## config.mk

```make
export PLATFORM = sky130hd
export DESIGN_NAME = aldffe_load_scheduler
export DESIGN_NICKNAME = d
export VERILOG_FILES = /design/src/rtl/aldffe_load_scheduler.sv
export SDC_FILE = /design/constraint.sdc
export NUM_CORES = 1
export LEC_CHECK = 0
export ABC_CLOCK_PERIOD_IN_PS = 4200
export BUFFER_PORTS_ARGS = -buffer_cell sky130_fd_sc_hd__buf_2
export CORE_MARGIN = 5
export CORE_UTILIZATION = 24
export DETAILED_ROUTE_END_ITERATION = 16
export GPL_TIMING_DRIVEN = 0
export PLACE_DENSITY_LB_ADDON = 0.1
export SLEW_MARGIN = 30
export SYNTH_ARGS = -nofsm -noshare
export SYNTH_HDL_FRONTEND = slang
export SYNTH_SLANG_ARGS = --single-unit
```

## constraint.sdc

```tcl
create_clock -name clk -period 4.2 [get_ports clk]
set_input_delay 0.21 -clock clk [delete_from_list [all_inputs] [get_ports clk]]
set_output_delay 0.21 -clock clk [all_outputs]
set_load 0.005 [all_outputs]
```

## src/rtl/aldffe_load_scheduler.sv

```systemverilog
// Two-client round-robin scheduler driving one enable/async-load
// register bank: single-cycle EN writes or AD/aload setup/pulse/hold.
//
// Ports:
//   clk, rst        : rising-edge clock, synchronous active-high reset
//   req0/req1       : client requests, held until the matching ack
//   mode0/mode1     : 0 = enable write (d/en), 1 = async load (ad/aload)
//   data0/data1     : value to write for each client
//   ack0/ack1       : one-cycle completion pulse to the granted client
//   d, en           : synchronous data path to the register bank
//   ad, aload       : asynchronous-load data and strobe
//   busy            : high whenever the scheduler is not idle
module aldffe_load_scheduler #(
    parameter int WIDTH     = 2,
    parameter int SETUP_CYC = 1,
    parameter int PULSE_CYC = 1,
    parameter int HOLD_CYC  = 1
) (
    input  logic             clk,
    input  logic             rst,
    input  logic             req0,
    input  logic             req1,
    input  logic             mode0,
    input  logic             mode1,
    input  logic [WIDTH-1:0] data0,
    input  logic [WIDTH-1:0] data1,
    output logic             ack0,
    output logic             ack1,
    output logic [WIDTH-1:0] d,
    output logic             en,
    output logic [WIDTH-1:0] ad,
    output logic             aload,
    output logic             busy
);

    typedef enum logic [2:0] {
        IDLE,
        WRITE,
        SETUP,
        PULSE,
        HOLD,
        ACK
    } state_t;

    // Phase counters load (length - 1) so a phase ends when the count is 0.
    localparam logic [7:0] SETUP_LD = 8'(SETUP_CYC - 1);
    localparam logic [7:0] PULSE_LD = 8'(PULSE_CYC - 1);
    localparam logic [7:0] HOLD_LD  = 8'(HOLD_CYC - 1);

    state_t            state_q, state_d;
    logic [7:0]        cnt_q, cnt_d;
    logic              ptr_q, ptr_d;
    logic              cli_q, cli_d;
    logic [WIDTH-1:0]  d_q, d_d;
    logic              en_q, en_d;
    logic [WIDTH-1:0]  ad_q, ad_d;
    logic              aload_q, aload_d;
    logic              ack0_q, ack0_d;
    logic              ack1_q, ack1_d;
    logic              busy_q, busy_d;

    // Arbitration: a lone requester wins outright; on contention the
    // pointer decides.
    logic              any_req;
    logic              gnt1;
    logic              gnt_mode;
    logic [WIDTH-1:0]  gnt_data;

    assign any_req  = req0 | req1;
    assign gnt1     = req1 & (~req0 | ptr_q);
    assign gnt_mode = gnt1 ? mode1 : mode0;
    assign gnt_data = gnt1 ? data1 : data0;

    always_comb begin
        state_d = state_q;
        cnt_d   = cnt_q;
        ptr_d   = ptr_q;
        cli_d   = cli_q;
        d_d     = d_q;
        en_d    = 1'b0;
        ad_d    = ad_q;
        aload_d = 1'b0;
        ack0_d  = 1'b0;
        ack1_d  = 1'b0;

        unique case (state_q)
            IDLE: begin
                if (any_req) begin
                    cli_d = gnt1;
                    ptr_d = ~gnt1;
                    if (gnt_mode) begin
                        state_d = SETUP;
                        ad_d    = gnt_data;
                        cnt_d   = SETUP_LD;
                    end else begin
                        state_d = WRITE;
                        d_d     = gnt_data;
                        en_d    = 1'b1;
                    end
                end
            end
            WRITE: begin
                state_d = ACK;
                ack0_d  = ~cli_q;
                ack1_d  = cli_q;
            end
            SETUP: begin
                if (cnt_q == 8'd0) begin
                    state_d = PULSE;
                    aload_d = 1'b1;
                    cnt_d   = PULSE_LD;
                end else begin
                    cnt_d = cnt_q - 8'd1;
                end
            end
            PULSE: begin
                if (cnt_q == 8'd0) begin
                    state_d = HOLD;
                    cnt_d   = HOLD_LD;
                end else begin
                    aload_d = 1'b1;
                    cnt_d   = cnt_q - 8'd1;
                end
            end
            HOLD: begin
                if (cnt_q == 8'd0) begin
                    state_d = ACK;
                    ack0_d  = ~cli_q;
                    ack1_d  = cli_q;
                end else begin
                    cnt_d = cnt_q - 8'd1;
                end
            end
            ACK: begin
                // Always return through IDLE so a held request is
                // not granted again in the ack cycle.
                state_d = IDLE;
            end
            default: begin
                state_d = IDLE;
            end
        endcase

        busy_d = (state_d != IDLE);
    end

    always_ff @(posedge clk) begin
        if (rst) begin
            state_q <= IDLE;
            cnt_q   <= 8'd0;
            ptr_q   <= 1'b0;
            cli_q   <= 1'b0;
            d_q     <= '0;
            en_q    <= 1'b0;
            ad_q    <= '0;
            aload_q <= 1'b0;
            ack0_q  <= 1'b0;
            ack1_q  <= 1'b0;
            busy_q  <= 1'b0;
        end else begin
            state_q <= state_d;
            cnt_q   <= cnt_d;
            ptr_q   <= ptr_d;
            cli_q   <= cli_d;
            d_q     <= d_d;
            en_q    <= en_d;
            ad_q    <= ad_d;
            aload_q <= aload_d;
            ack0_q  <= ack0_d;
            ack1_q  <= ack1_d;
            busy_q  <= busy_d;
        end
    end

    assign d     = d_q;
    assign en    = en_q;
    assign ad    = ad_q;
    assign aload = aload_q;
    assign ack0  = ack0_q;
    assign ack1  = ack1_q;
    assign busy  = busy_q;

endmodule

```

==> run_summary.xml, run 1 <==
<?xml version="1.0" encoding="UTF-8"?>
<metrics>
  <group name="logic_synthesis">
    <metric name="asyncSetResetFlopFracSynth" unit="%">0</metric>
    <metric name="multiplexer_fraction_of_the_synthesized_cell_area" unit="%">7.06</metric>
    <metric name="synth_sequential_area_ratio" unit="%">37.1</metric>
    <metric name="post_synth_inst_count" unit="">123</metric>
    <metric name="yosysWarningCount" unit="">0</metric>
    <metric name="number_of_distinct_standard_cells_referenced_by_the_synthesized_netlist" unit="">48</metric>
    <metric name="yosys.area_share.xor_xnor" unit="%">0.738</metric>
    <metric name="synth_top_area_cell" unit="">dfxtp_1</metric>
    <metric name="yosysMostFrequentCell" unit="">dfxtp_1</metric>
    <metric name="synth_top_area_share" unit="%">37.1</metric>
    <metric name="simple_gate_share_of_the_synthesized_area" unit="%">25.1</metric>
    <metric name="ys_top_cells_by_area" unit="">dfxtp_1 (37%), nor2_1 (5.4%), mux2i_1 (4.2%), a2111oi_2 (3.8%), mux2_2 (2.8%)</metric>
    <metric name="most_instantiated_flip_flop_cell_in_the_synthesis_netlist" unit="">dfxtp_1</metric>
    <metric name="edff_count_synth" unit="">0</metric>
    <metric name="synth_commonest_cells" unit="">dfxtp_1 (22), nor2_1 (17), inv_1 (8)</metric>
    <metric name="synth.cell_area" unit="sq um">1190</metric>
    <metric name="synth_adder_area_share" unit="%">2.11</metric>
    <metric name="synth_compound_gate_area_share" unit="%">23.7</metric>
    <metric name="main_combinational_cell_family_by_area_after_synthesis" unit="">simple AND/OR/NAND/NOR gates</metric>
    <metric name="synth_area_per_cell" unit="sq um">9.65</metric>
    <metric name="synthesis.nets" unit="">135</metric>
    <metric name="postSynthRegisterBits" unit="">22</metric>
  </group>
  <group name="worst_hold_path">
    <metric name="hold_path_end" unit="">ptr_q</metric>
    <metric name="hold_path.class" unit="">input port to register</metric>
    <metric name="worst_min_path_start" unit="">req1</metric>
    <metric name="hold_depth" unit="">2</metric>
  </group>
  <group name="die">
    <metric name="initial_cell_density_of_the_core" unit="%">25.0</metric>
    <metric name="die_footprint" unit="sq um">6450</metric>
    <metric name="boundaryPins" unit="">19</metric>
    <metric name="rows" unit="">25</metric>
    <metric name="die_y" unit="microns">80.3</metric>
    <metric name="placeableCoreArea" unit="sq um">4750</metric>
    <metric name="die_width" unit="microns">80.3</metric>
  </group>
  <group name="clocking">
    <metric name="cts.reportedPaths.clkPinSlew" unit="ps">80</metric>
    <metric name="cts-hold-fix-buffers" unit="">0</metric>
    <metric name="cts_setup_buffers" unit="">0</metric>
    <metric name="ctsHtreeMaxLevel" unit="">1</metric>
    <metric name="root_buffer" unit="">clkbuf_8</metric>
    <metric name="cts.sink_count" unit="">22</metric>
    <metric name="cts_buffer_depth" unit="">2</metric>
    <metric name="cts_buffers" unit="">3</metric>
    <metric name="clk_latency" unit="ps">270</metric>
    <metric name="cts.repair.resized" unit="">0</metric>
    <metric name="tritoncts" unit="">built</metric>
  </group>
  <group name="power">
    <metric name="leakage" unit="nW">0.588</metric>
    <metric name="ir_worst_vdd" unit="mV">0.210</metric>
    <metric name="p_total" unit="mW">0.873</metric>
    <metric name="power.density_cell_area" unit="nW/um^2">619</metric>
  </group>
  <group name="grt">
    <metric name="grt_start_max_net_pins" unit="">13</metric>
    <metric name="gr-total-overflow" unit="">0</metric>
    <metric name="first_global_vias" unit="">1008</metric>
    <metric name="track_usage" unit="%">9.19</metric>
    <metric name="antenna_found_initial" unit="">0</metric>
    <metric name="grt_first_pass_wirelength" unit="mm">4.67</metric>
  </group>
  <group name="final_layout">
    <metric name="final_instance_area" unit="sq um">1410</metric>
    <metric name="insertedDiodeCount" unit="">0</metric>
    <metric name="syn_to_final_growth" unit="%">18.9</metric>
    <metric name="fillers" unit="">530</metric>
    <metric name="stdcell_count" unit="">211</metric>
    <metric name="finalNetCount" unit="">157</metric>
    <metric name="fraction_of_final_layout_cells_sized_beyond_drive_strength_1" unit="%">29.9</metric>
  </group>
  <group name="critical_path">
    <metric name="critPathKind" unit="">register to register</metric>
    <metric name="timing.critical_path.from_type" unit="">register</metric>
    <metric name="cp_data_required_time" unit="ps">4380</metric>
    <metric name="critical_path.max_fanout" unit="">5</metric>
    <metric name="r2r_end" unit="">ack0</metric>
    <metric name="cp-end-kind" unit="">register</metric>
    <metric name="ff2ff_setup_slack" unit="ps">2110</metric>
    <metric name="critPathArrivalTime" unit="ps">2270</metric>
    <metric name="crit-reg2reg-launch" unit="">cnt_q[0]</metric>
    <metric name="worstRegToRegCells" unit="">6</metric>
  </group>
  <group name="placement">
    <metric name="place_area" unit="sq um">1360</metric>
    <metric name="dpl.cell_count" unit="">207</metric>
    <metric name="finalWeightedCongestion" unit="">0.783</metric>
    <metric name="dp.final_hpwl" unit="mm">2.01</metric>
    <metric name="port_buffers" unit="">17</metric>
  </group>
  <group name="route">
    <metric name="post-route-drc-count" unit="">0</metric>
    <metric name="drt_first_iter_violations" unit="">26</metric>
    <metric name="routed_wire_length_per_instance" unit="microns">12.5</metric>
    <metric name="number_of_optimization_iterations_in_the_first_detailed_route_pass" unit="">4</metric>
    <metric name="routed_via_density" unit="">4.40</metric>
    <metric name="dr_total_vias" unit="">929</metric>
    <metric name="drt-total-wl" unit="mm">2.64</metric>
    <metric name="route.antenna.remaining_nets" unit="">0</metric>
  </group>
  <group name="timing">
    <metric name="slew_headroom" unit="%">65.3</metric>
    <metric name="finalCritPeriodShare" unit="%">49.9</metric>
    <metric name="fmax_achieved" unit="MHz">477</metric>
    <metric name="worstMarginPinSlew" unit="ps">521</metric>
    <metric name="final.setup_skew" unit="ps">1.75</metric>
    <metric name="totalNegativeSetupSlack" unit="ps">0</metric>
    <metric name="report.final.slew_viol_count" unit="">0</metric>
    <metric name="count_of_endpoints_failing_setup_in_the_final_report" unit="">0</metric>
    <metric name="timing.final.crit_period" unit="ps">2090</metric>
    <metric name="grt_setup_unrepaired" unit="">no</metric>
    <metric name="timing_hold_violations_final" unit="">0</metric>
  </group>
  <group name="outcome">
    <metric name="run_status" unit="">finished clean</metric>
  </group>
  <group name="run">
    <metric name="drv_cap" unit="">0</metric>
  </group>
</metrics>
## how the worst max path moves through the flow
stage	from	end	slack (ps)	depth (start not counted)
final	cnt_q[0]	ack0	2110	6
after CTS	cnt_q[0]	ack0	2070	6
after detailed placement	cnt_q[0]	ack0	2090	6
after global routing	cnt_q[0]	ack0	1950	6
after floorplan	cnt_q[0]	ack0	2330	6
after global placement	cnt_q[0]	ack1	2110	6
## layout make-up
type | count | area (sq um) | share of cell area [%]
plain buffers | 4 | 20.0 | 1.42
clock buffers | 4 | 55.1 | 3.90
inverters | 8 | 30.0 | 2.13
multi-input cells | 89 | 697 | 49.4
flip-flops and latches | 22 | 440 | 31.2
well taps | 67 | 83.8 | 5.94
repair buffers | 17 | 85.1 | 6.03
## placed cells by master, fill, tap and decap left out, types with 2 or more instances in the layout
cell | Yosys | layout
a21oi_2 | 2 | 2
nor2_1 | 17 | 17
a21oi_1 | 5 | 5
and2b_1 | 2 | 2
a2111oi_2 | 3 | 3
nand2_1 | 7 | 7
a221o_1 | 3 | 3
clkbuf_8 | 0 | 4
inv_1 | 8 | 8
mux2i_1 | 5 | 5
nand3_1 | 2 | 2
mux2_2 | 3 | 3
nor2b_1 | 2 | 2
buf_2 | 1 | 18
dfxtp_1 | 22 | 22
ha_1 | 2 | 2
nor3_1 | 3 | 3
nand2b_1 | 2 | 2
o21ai_0 | 4 | 4
## report_power, final
| part | switching, mW | internal [mW] | total [mW] |
|---|---|---|---|
| registers | 0.0394 | 0.253 | 0.292 |
| clock network | 0.0757 | 0.0838 | 0.160 |
| logic | 0.237 | 0.184 | 0.421 |
| total | 0.353 | 0.521 | 0.873 |
## metal layers
layer | track usage (%) | wire, microns | vias up
met3 | 2.24 | 122 | 4
met5 | 0 | 0 | -
met4 | 3.55 | 40 | 0
li1 | - | - | 488
met1 | 11.8 | 1300 | 416
met2 | 14.7 | 1180 | 21
## cell families (layout without fill, tap and decap cells)
group,count (synthesis),after routing
compound gates,32,32
xor+xnor,1,1
fa+ha+maj,2,2
buf+inv,12,33
flops,22,22
mux,8,8
simple gates,46,46
## through the flow
stage	hold slack [ps]	util (%)	setup WS, ps
after floorplan	326	-	2330
after global placement	469	28.5	2110
after detailed placement	476	28.5	2090
after CTS	183	29.7	2070
after global routing	196	29.7	1950
final	192	29.7	2110
## sequential cells by signal (all words and copies together) (netlist names)
name	count
cli_q	1
en	1
state_q	3
busy	1
ack1	1
ack0	1
ptr_q	1
aload	1
cnt_q	8
ad	2
d	2
## critical path, stage by stage (launching register included)
cell	delay, ps
dfxtp_1	350
inv_1	90
ha_1	280
or4b_4	530
nor4_4	250
nand3b_2	150
a2111oi_2	350
Note: power is estimated with default switching activity, not from simulation.
==> inputs of run 2 (changes only) <==
- ABC_CLOCK_PERIOD_IN_PS: 4200 -> 1750
- clock period: 4.2 -> 1.75 ns (I/O delays scaled with it)
==> run 2 against run 1 <==
The run now ends with negative setup slack left; critical endpoint is now state_q[0]; non-clock buffer count is 16 higher; largest power group unchanged; clock skew is 6.2 ps higher; final cell count is 7.6% higher; worst hold slack worse by 100 ps; global-route usage is 0.31 points higher.
==> run_summary.xml, run 2 (same netlist as run 1, synthesis figures left out) <==
<?xml version="1.0" encoding="UTF-8"?>
<metrics>
  <group name="final_layout">
    <metric name="regArea" unit="sq um">447</metric>
    <metric name="final_instance_area" unit="sq um">1660</metric>
    <metric name="fillers" unit="">526</metric>
    <metric name="fraction_of_final_layout_cells_sized_beyond_drive_strength_1" unit="%">44.4</metric>
    <metric name="insertedDiodeCount" unit="">0</metric>
    <metric name="syn_to_final_growth" unit="%">39.8</metric>
    <metric name="multi_input_comb_area" unit="sq um">787</metric>
    <metric name="largest_register_ff_count" unit="">8</metric>
    <metric name="stdcell_count" unit="">227</metric>
    <metric name="largest-register" unit="">cnt_q</metric>
    <metric name="largestRegisters" unit="">cnt_q: 8 flops, state_q: 3 flops</metric>
    <metric name="finalNetCount" unit="">173</metric>
    <metric name="post_route_core_utilization" unit="%">34.9</metric>
    <metric name="most-common-layout-cells" unit="">dfxtp_1 (19), nor2_1 (17), buf_2 (17)</metric>
    <metric name="layout.cells.most_common" unit="">dfxtp_1</metric>
  </group>
  <group name="clocking">
    <metric name="cts.sink_count" unit="">22</metric>
    <metric name="cts_buffers" unit="">3</metric>
    <metric name="clk_latency" unit="ps">270</metric>
    <metric name="root_buffer" unit="">clkbuf_8</metric>
    <metric name="tritoncts" unit="">built</metric>
    <metric name="cts_buffer_depth" unit="">2</metric>
    <metric name="ctsHtreeMaxLevel" unit="">1</metric>
    <metric name="cts.reportedPaths.clkPinSlew" unit="ps">90</metric>
  </group>
  <group name="outcome">
    <metric name="violations" unit="">negative setup slack</metric>
    <metric name="run_status" unit="">finished with violations</metric>
  </group>
  <group name="timing">
    <metric name="holdWs" unit="ps">87.0</metric>
    <metric name="fmax_achieved" unit="MHz">549</metric>
    <metric name="count_of_endpoints_failing_setup_in_the_final_report" unit="">4</metric>
    <metric name="slew_headroom" unit="%">56.3</metric>
    <metric name="grt_setup_unrepaired" unit="">yes</metric>
    <metric name="setup_slack_of_the_critical_path_after_layout" unit="ps">-72.3</metric>
    <metric name="timing.final.crit_period" unit="ps">1820</metric>
    <metric name="worstMarginPinSlew" unit="ps">655</metric>
    <metric name="timing_hold_violations_final" unit="">0</metric>
    <metric name="final.setup_skew" unit="ps">7.96</metric>
    <metric name="finalCritPeriodShare" unit="%">104</metric>
    <metric name="report.final.slew_viol_count" unit="">0</metric>
  </group>
  <group name="critical_path">
    <metric name="cp_data_required_time" unit="ps">1910</metric>
    <metric name="critical_path.max_fanout" unit="">2</metric>
    <metric name="critPathKind" unit="">register to register</metric>
    <metric name="timing.critical_path.cells" unit="">inv_4, ha_4, or4b_4, nor4_4, buf_4, nand2_2, o22ai_2, a21oi_2</metric>
    <metric name="timing.critical_path.from_type" unit="">register</metric>
    <metric name="worstPathBufferInverterCount" unit="">2</metric>
    <metric name="critPathMaxStageDelay" unit="ps">470</metric>
    <metric name="crit_path_top_delay_cell" unit="">or4b_4</metric>
    <metric name="critical-path-top-delay-family" unit="">simple AND/OR/NAND/NOR gates</metric>
    <metric name="cp-end-kind" unit="">register</metric>
    <metric name="critPathArrivalTime" unit="ps">1980</metric>
  </group>
  <group name="run">
    <metric name="drv_cap" unit="">0</metric>
  </group>
  <group name="die">
    <metric name="placeableCoreArea" unit="sq um">4750</metric>
    <metric name="die_width" unit="microns">80.3</metric>
    <metric name="initial_cell_density_of_the_core" unit="%">25.0</metric>
    <metric name="die_footprint" unit="sq um">6450</metric>
    <metric name="die_y" unit="microns">80.3</metric>
    <metric name="rows" unit="">25</metric>
    <metric name="boundaryPins" unit="">19</metric>
  </group>
  <group name="placement">
    <metric name="port_buffers" unit="">17</metric>
    <metric name="finalWeightedCongestion" unit="">0.759</metric>
    <metric name="dp.final_hpwl" unit="mm">1.99</metric>
    <metric name="dpl.cell_count" unit="">207</metric>
    <metric name="place_area" unit="sq um">1370</metric>
  </group>
  <group name="grt">
    <metric name="grt_first_pass_wirelength" unit="mm">4.88</metric>
    <metric name="grt_start_max_net_pins" unit="">14</metric>
    <metric name="track_usage" unit="%">9.49</metric>
    <metric name="gr-total-overflow" unit="">0</metric>
    <metric name="first_global_vias" unit="">1061</metric>
    <metric name="antenna_found_initial" unit="">0</metric>
  </group>
  <group name="route">
    <metric name="drt-total-wl" unit="mm">2.81</metric>
    <metric name="routed_wire_length_per_instance" unit="microns">12.4</metric>
    <metric name="route.antenna.remaining_nets" unit="">0</metric>
    <metric name="number_of_optimization_iterations_in_the_first_detailed_route_pass" unit="">4</metric>
    <metric name="dr_total_vias" unit="">1010</metric>
    <metric name="post-route-drc-count" unit="">0</metric>
    <metric name="routed_via_density" unit="">4.45</metric>
    <metric name="drt_first_iter_violations" unit="">29</metric>
  </group>
  <group name="power">
    <metric name="ir_worst_vdd" unit="mV">0.505</metric>
    <metric name="power.density_cell_area" unit="nW/um^2">1600</metric>
    <metric name="leakage" unit="nW">0.697</metric>
  </group>
  <group name="worst_hold_path">
    <metric name="hold_path.class" unit="">input port to register</metric>
  </group>
</metrics>
[run 2: cell types whose count changed in the layout (fill, tap and decap cells not counted), moves of 2 or more]
cell       previous run  this run
inv_1                 8         6
a2111oi_2             3         1
dfxtp_1              22        19
a2111oi_4             1         3
dfxtp_2               0         2
buf_6                 0         3
buf_4                 1        15
[run 2: final timing paths]
| path | cells past startpoint | startpoint | end | slack (ps) |
|---|---|---|---|---|
| max | 8 | cnt_q[0] | state_q[0] | -70 |
| min | 2 | req1 | ptr_q | 90 |
| max reg2reg | 8 | cnt_q[0] | state_q[0] | -70 |
| min reg2reg | 2 | ad[0] | ad[0] | 500 |
[run 2: routing by layer]
metal	global-route usage (%)	routed length (microns)	up-vias
met5	0	0	-
met2	15.6	1310	22
met1	12.1	1350	466
met4	3.55	19	0
li1	-	-	520
met3	2.13	134	2
[run 2: report_power, final]
group | internal [mW] | total (mW) | switching, mW
Combinational | 0.728 | 1.46 | 0.730
Sequential | 0.613 | 0.718 | 0.106
Clock | 0.306 | 0.484 | 0.178
[run 2: cell type report]
cell class,count,share of cell area [%]
Multi-Input combinational cell,89,47.4
Sequential cell,22,26.9
Timing Repair Buffer,33,12.6
Tap cell,67,5.05
Clock buffer,3,2.49
Inverter,8,1.96
Clock inverter,1,1.81
Buffer,4,1.81
[run 2: metrics by stage]
step	TNS, ps	worst slack, ps	power, mW
6_report	-193	-72.3	2.66
5_1_grt	-549	-155	2.84
4_1_cts	-657	-176	2.53
2_1_floorplan	-53.4	-26.7	1.53
3_3_place_gp	-1650	-219	1.76
3_5_place_dp	-1570	-206	1.76
[run 2: timing repair]
| item | in CTS | in global routing |
|---|---|---|
| buffers inserted | 13 | 4 |
| resized for setup | 13 | 10 |
| endpoints found under the hold margin | 0 | 0 |
| hold buffers | 0 | 0 |
| pin swaps | 5 | 8 |
| endpoints found under the setup margin | 14 | 11 |
==> inputs of run 3 (changes only) <==
- CTS_CLUSTER_DIAMETER: not set -> 60
- PLACE_DENSITY: not set -> 0.5
- PLACE_DENSITY_LB_ADDON: 0.1 -> not set
==> run 3 against run 2 <==
The run still ends with negative setup slack left; design area is 0.30% lower; maximum frequency fell by 1.6%; critical path depth unchanged; via count grew 1.6%; critical endpoint unchanged; highest routed layer unchanged.
==> run_summary.xml, run 3 (same netlist as run 1, synthesis figures left out) <==
<?xml version="1.0" encoding="UTF-8"?>
<metrics>
  <group name="final_layout">
    <metric name="insertedDiodeCount" unit="">0</metric>
    <metric name="stdcell_count" unit="">228</metric>
    <metric name="largestRegisters" unit="">cnt_q: 8 flops, state_q: 3 flops</metric>
    <metric name="largest-register" unit="">cnt_q</metric>
    <metric name="final_instance_area" unit="sq um">1660</metric>
    <metric name="syn_to_final_growth" unit="%">39.4</metric>
    <metric name="most-common-layout-cells" unit="">buf_4 (19), dfxtp_1 (18), nor2_1 (17), buf_2 (17)</metric>
    <metric name="fraction_of_final_layout_cells_sized_beyond_drive_strength_1" unit="%">46.0</metric>
    <metric name="largest_register_ff_count" unit="">8</metric>
    <metric name="layout.cells.most_common" unit="">buf_4</metric>
    <metric name="finalNetCount" unit="">174</metric>
    <metric name="post_route_core_utilization" unit="%">34.8</metric>
  </group>
  <group name="power">
    <metric name="power.density_cell_area" unit="nW/um^2">1620</metric>
    <metric name="leakage" unit="nW">0.699</metric>
    <metric name="ir_worst_vdd" unit="mV">0.508</metric>
  </group>
  <group name="die">
    <metric name="rows" unit="">25</metric>
    <metric name="boundaryPins" unit="">19</metric>
    <metric name="initial_cell_density_of_the_core" unit="%">25.0</metric>
    <metric name="die_width" unit="microns">80.3</metric>
    <metric name="die_y" unit="microns">80.3</metric>
    <metric name="die_footprint" unit="sq um">6450</metric>
    <metric name="placeableCoreArea" unit="sq um">4750</metric>
  </group>
  <group name="grt">
    <metric name="antenna_found_initial" unit="">0</metric>
    <metric name="grt_start_max_net_pins" unit="">14</metric>
    <metric name="track_usage" unit="%">9.58</metric>
    <metric name="first_global_vias" unit="">1043</metric>
    <metric name="grt_first_pass_wirelength" unit="mm">4.80</metric>
    <metric name="gr-total-overflow" unit="">0</metric>
  </group>
  <group name="clocking">
    <metric name="cts.reportedPaths.clkPinSlew" unit="ps">90</metric>
    <metric name="ctsHtreeMaxLevel" unit="">1</metric>
    <metric name="cts_buffers" unit="">3</metric>
    <metric name="clk_latency" unit="ps">270</metric>
    <metric name="cts_buffer_depth" unit="">2</metric>
    <metric name="root_buffer" unit="">clkbuf_8</metric>
    <metric name="tritoncts" unit="">built</metric>
    <metric name="cts-hold-fix-buffers" unit="">0</metric>
    <metric name="cts.sink_count" unit="">22</metric>
  </group>
  <group name="placement">
    <metric name="pre_cts_slack" unit="ps">-215</metric>
    <metric name="dp.final_hpwl" unit="mm">1.99</metric>
    <metric name="port_buffers" unit="">17</metric>
    <metric name="finalWeightedCongestion" unit="">0.745</metric>
    <metric name="dpl.cell_count" unit="">207</metric>
    <metric name="place_area" unit="sq um">1370</metric>
  </group>
  <group name="critical_path">
    <metric name="setup.worst_path.end" unit="">state_q[0]</metric>
    <metric name="crit_start" unit="">cnt_q[0]</metric>
    <metric name="cp-end-kind" unit="">register</metric>
    <metric name="critPathArrivalTime" unit="ps">2000</metric>
    <metric name="crit-reg2reg-launch" unit="">cnt_q[0]</metric>
    <metric name="critPathKind" unit="">register to register</metric>
    <metric name="critical_path.max_fanout" unit="">2</metric>
    <metric name="timing.critical_path.from_type" unit="">register</metric>
    <metric name="worstRegToRegCells" unit="">8</metric>
    <metric name="r2r_end" unit="">state_q[0]</metric>
    <metric name="ff2ff_setup_slack" unit="ps">-100</metric>
    <metric name="cp_data_required_time" unit="ps">1900</metric>
  </group>
  <group name="timing">
    <metric name="fmax_achieved" unit="MHz">540</metric>
    <metric name="final.setup_skew" unit="ps">2.49</metric>
    <metric name="finalCritPeriodShare" unit="%">106</metric>
    <metric name="grt_setup_unrepaired" unit="">yes</metric>
    <metric name="totalNegativeSetupSlack" unit="ps">-234</metric>
    <metric name="count_of_endpoints_failing_setup_in_the_final_report" unit="">5</metric>
    <metric name="worstMarginPinSlew" unit="ps">614</metric>
    <metric name="setup_slack_of_the_critical_path_after_layout" unit="ps">-103</metric>
    <metric name="timing_hold_violations_final" unit="">0</metric>
    <metric name="timing.final.crit_period" unit="ps">1850</metric>
    <metric name="slew_headroom" unit="%">59.0</metric>
    <metric name="report.final.slew_viol_count" unit="">0</metric>
  </group>
  <group name="route">
    <metric name="routed_wire_length_per_instance" unit="microns">12.7</metric>
    <metric name="dr_total_vias" unit="">1026</metric>
    <metric name="drt-total-wl" unit="mm">2.90</metric>
    <metric name="routed_via_density" unit="">4.50</metric>
    <metric name="number_of_optimization_iterations_in_the_first_detailed_route_pass" unit="">4</metric>
    <metric name="drt_first_iter_violations" unit="">26</metric>
    <metric name="post-route-drc-count" unit="">0</metric>
    <metric name="route.antenna.remaining_nets" unit="">0</metric>
  </group>
  <group name="run">
    <metric name="drv_cap" unit="">0</metric>
  </group>
  <group name="outcome">
    <metric name="violations" unit="">negative setup slack</metric>
    <metric name="run_status" unit="">finished with violations</metric>
  </group>
  <group name="worst_hold_path">
    <metric name="hold_path.class" unit="">input port to register</metric>
  </group>
</metrics>
==> run 3: report_power, final <==
part	internal [mW]	switching, mW
sequential	0.613	0.102
combinational	0.744	0.739
clock	0.306	0.180
==> run 3: critical path: stages, from the launching register on <==
cell     delay, ps
dfxtp_2        330
inv_2           70
ha_4           130
or4b_4         480
nor4_4         260
buf_4          190
nand2_4         50
o22ai_2        130
a21oi_1         80
==> run 3: per-layer routing <==
layer | global-route usage, % | vias to the layer above | share of wire (%)
li1 | - | 524 | -
met1 | 11.0 | 480 | 44
met2 | 16.6 | 18 | 51
met3 | 3.03 | 4 | 3.6
met4 | 3.38 | 0 | 1.0
met5 | 0 | - | 0
==> run 3: how the worst min path moves through the flow <==
stage / start / end / cells past startpoint
2_1_floorplan: req1 / ptr_q / 1
3_3_place_gp: req1 / ptr_q / 2
3_5_place_dp: req1 / ptr_q / 2
4_1_cts: req1 / ptr_q / 2
5_1_grt: req1 / ptr_q / 2
6_report: req1 / ptr_q / 2
==> run 3: cell type report <==
| class | instances | area, sq um |
|---|---|---|
| Fill cell | 508 | 3100 |
| Buffer | 4 | 22.5 |
| Clock inverter | 1 | 30.0 |
| Tap cell | 67 | 83.8 |
| Timing Repair Buffer | 34 | 213 |
| Multi-Input combinational cell | 89 | 790 |
| Inverter | 8 | 30.0 |
| Sequential cell | 22 | 445 |
| Clock buffer | 3 | 41.3 |
==> run 3: stage by stage <==
| stage | hold slack (ps) | total power [mW] |
|---|---|---|
| 2_1_floorplan | 204 | 1.53 |
| 3_3_place_gp | 339 | 1.73 |
| 3_5_place_dp | 358 | 1.75 |
| 4_1_cts | 67.4 | 2.47 |
| 5_1_grt | 109 | 2.86 |
| 6_report | 90.0 | 2.68 |
==> run 3: repair_timing <==
action	CTS	global route
setup endpoints to repair	12	13
buffers inserted	11	6
cloned	0	0
pin swaps	6	12
resized for setup	10	12
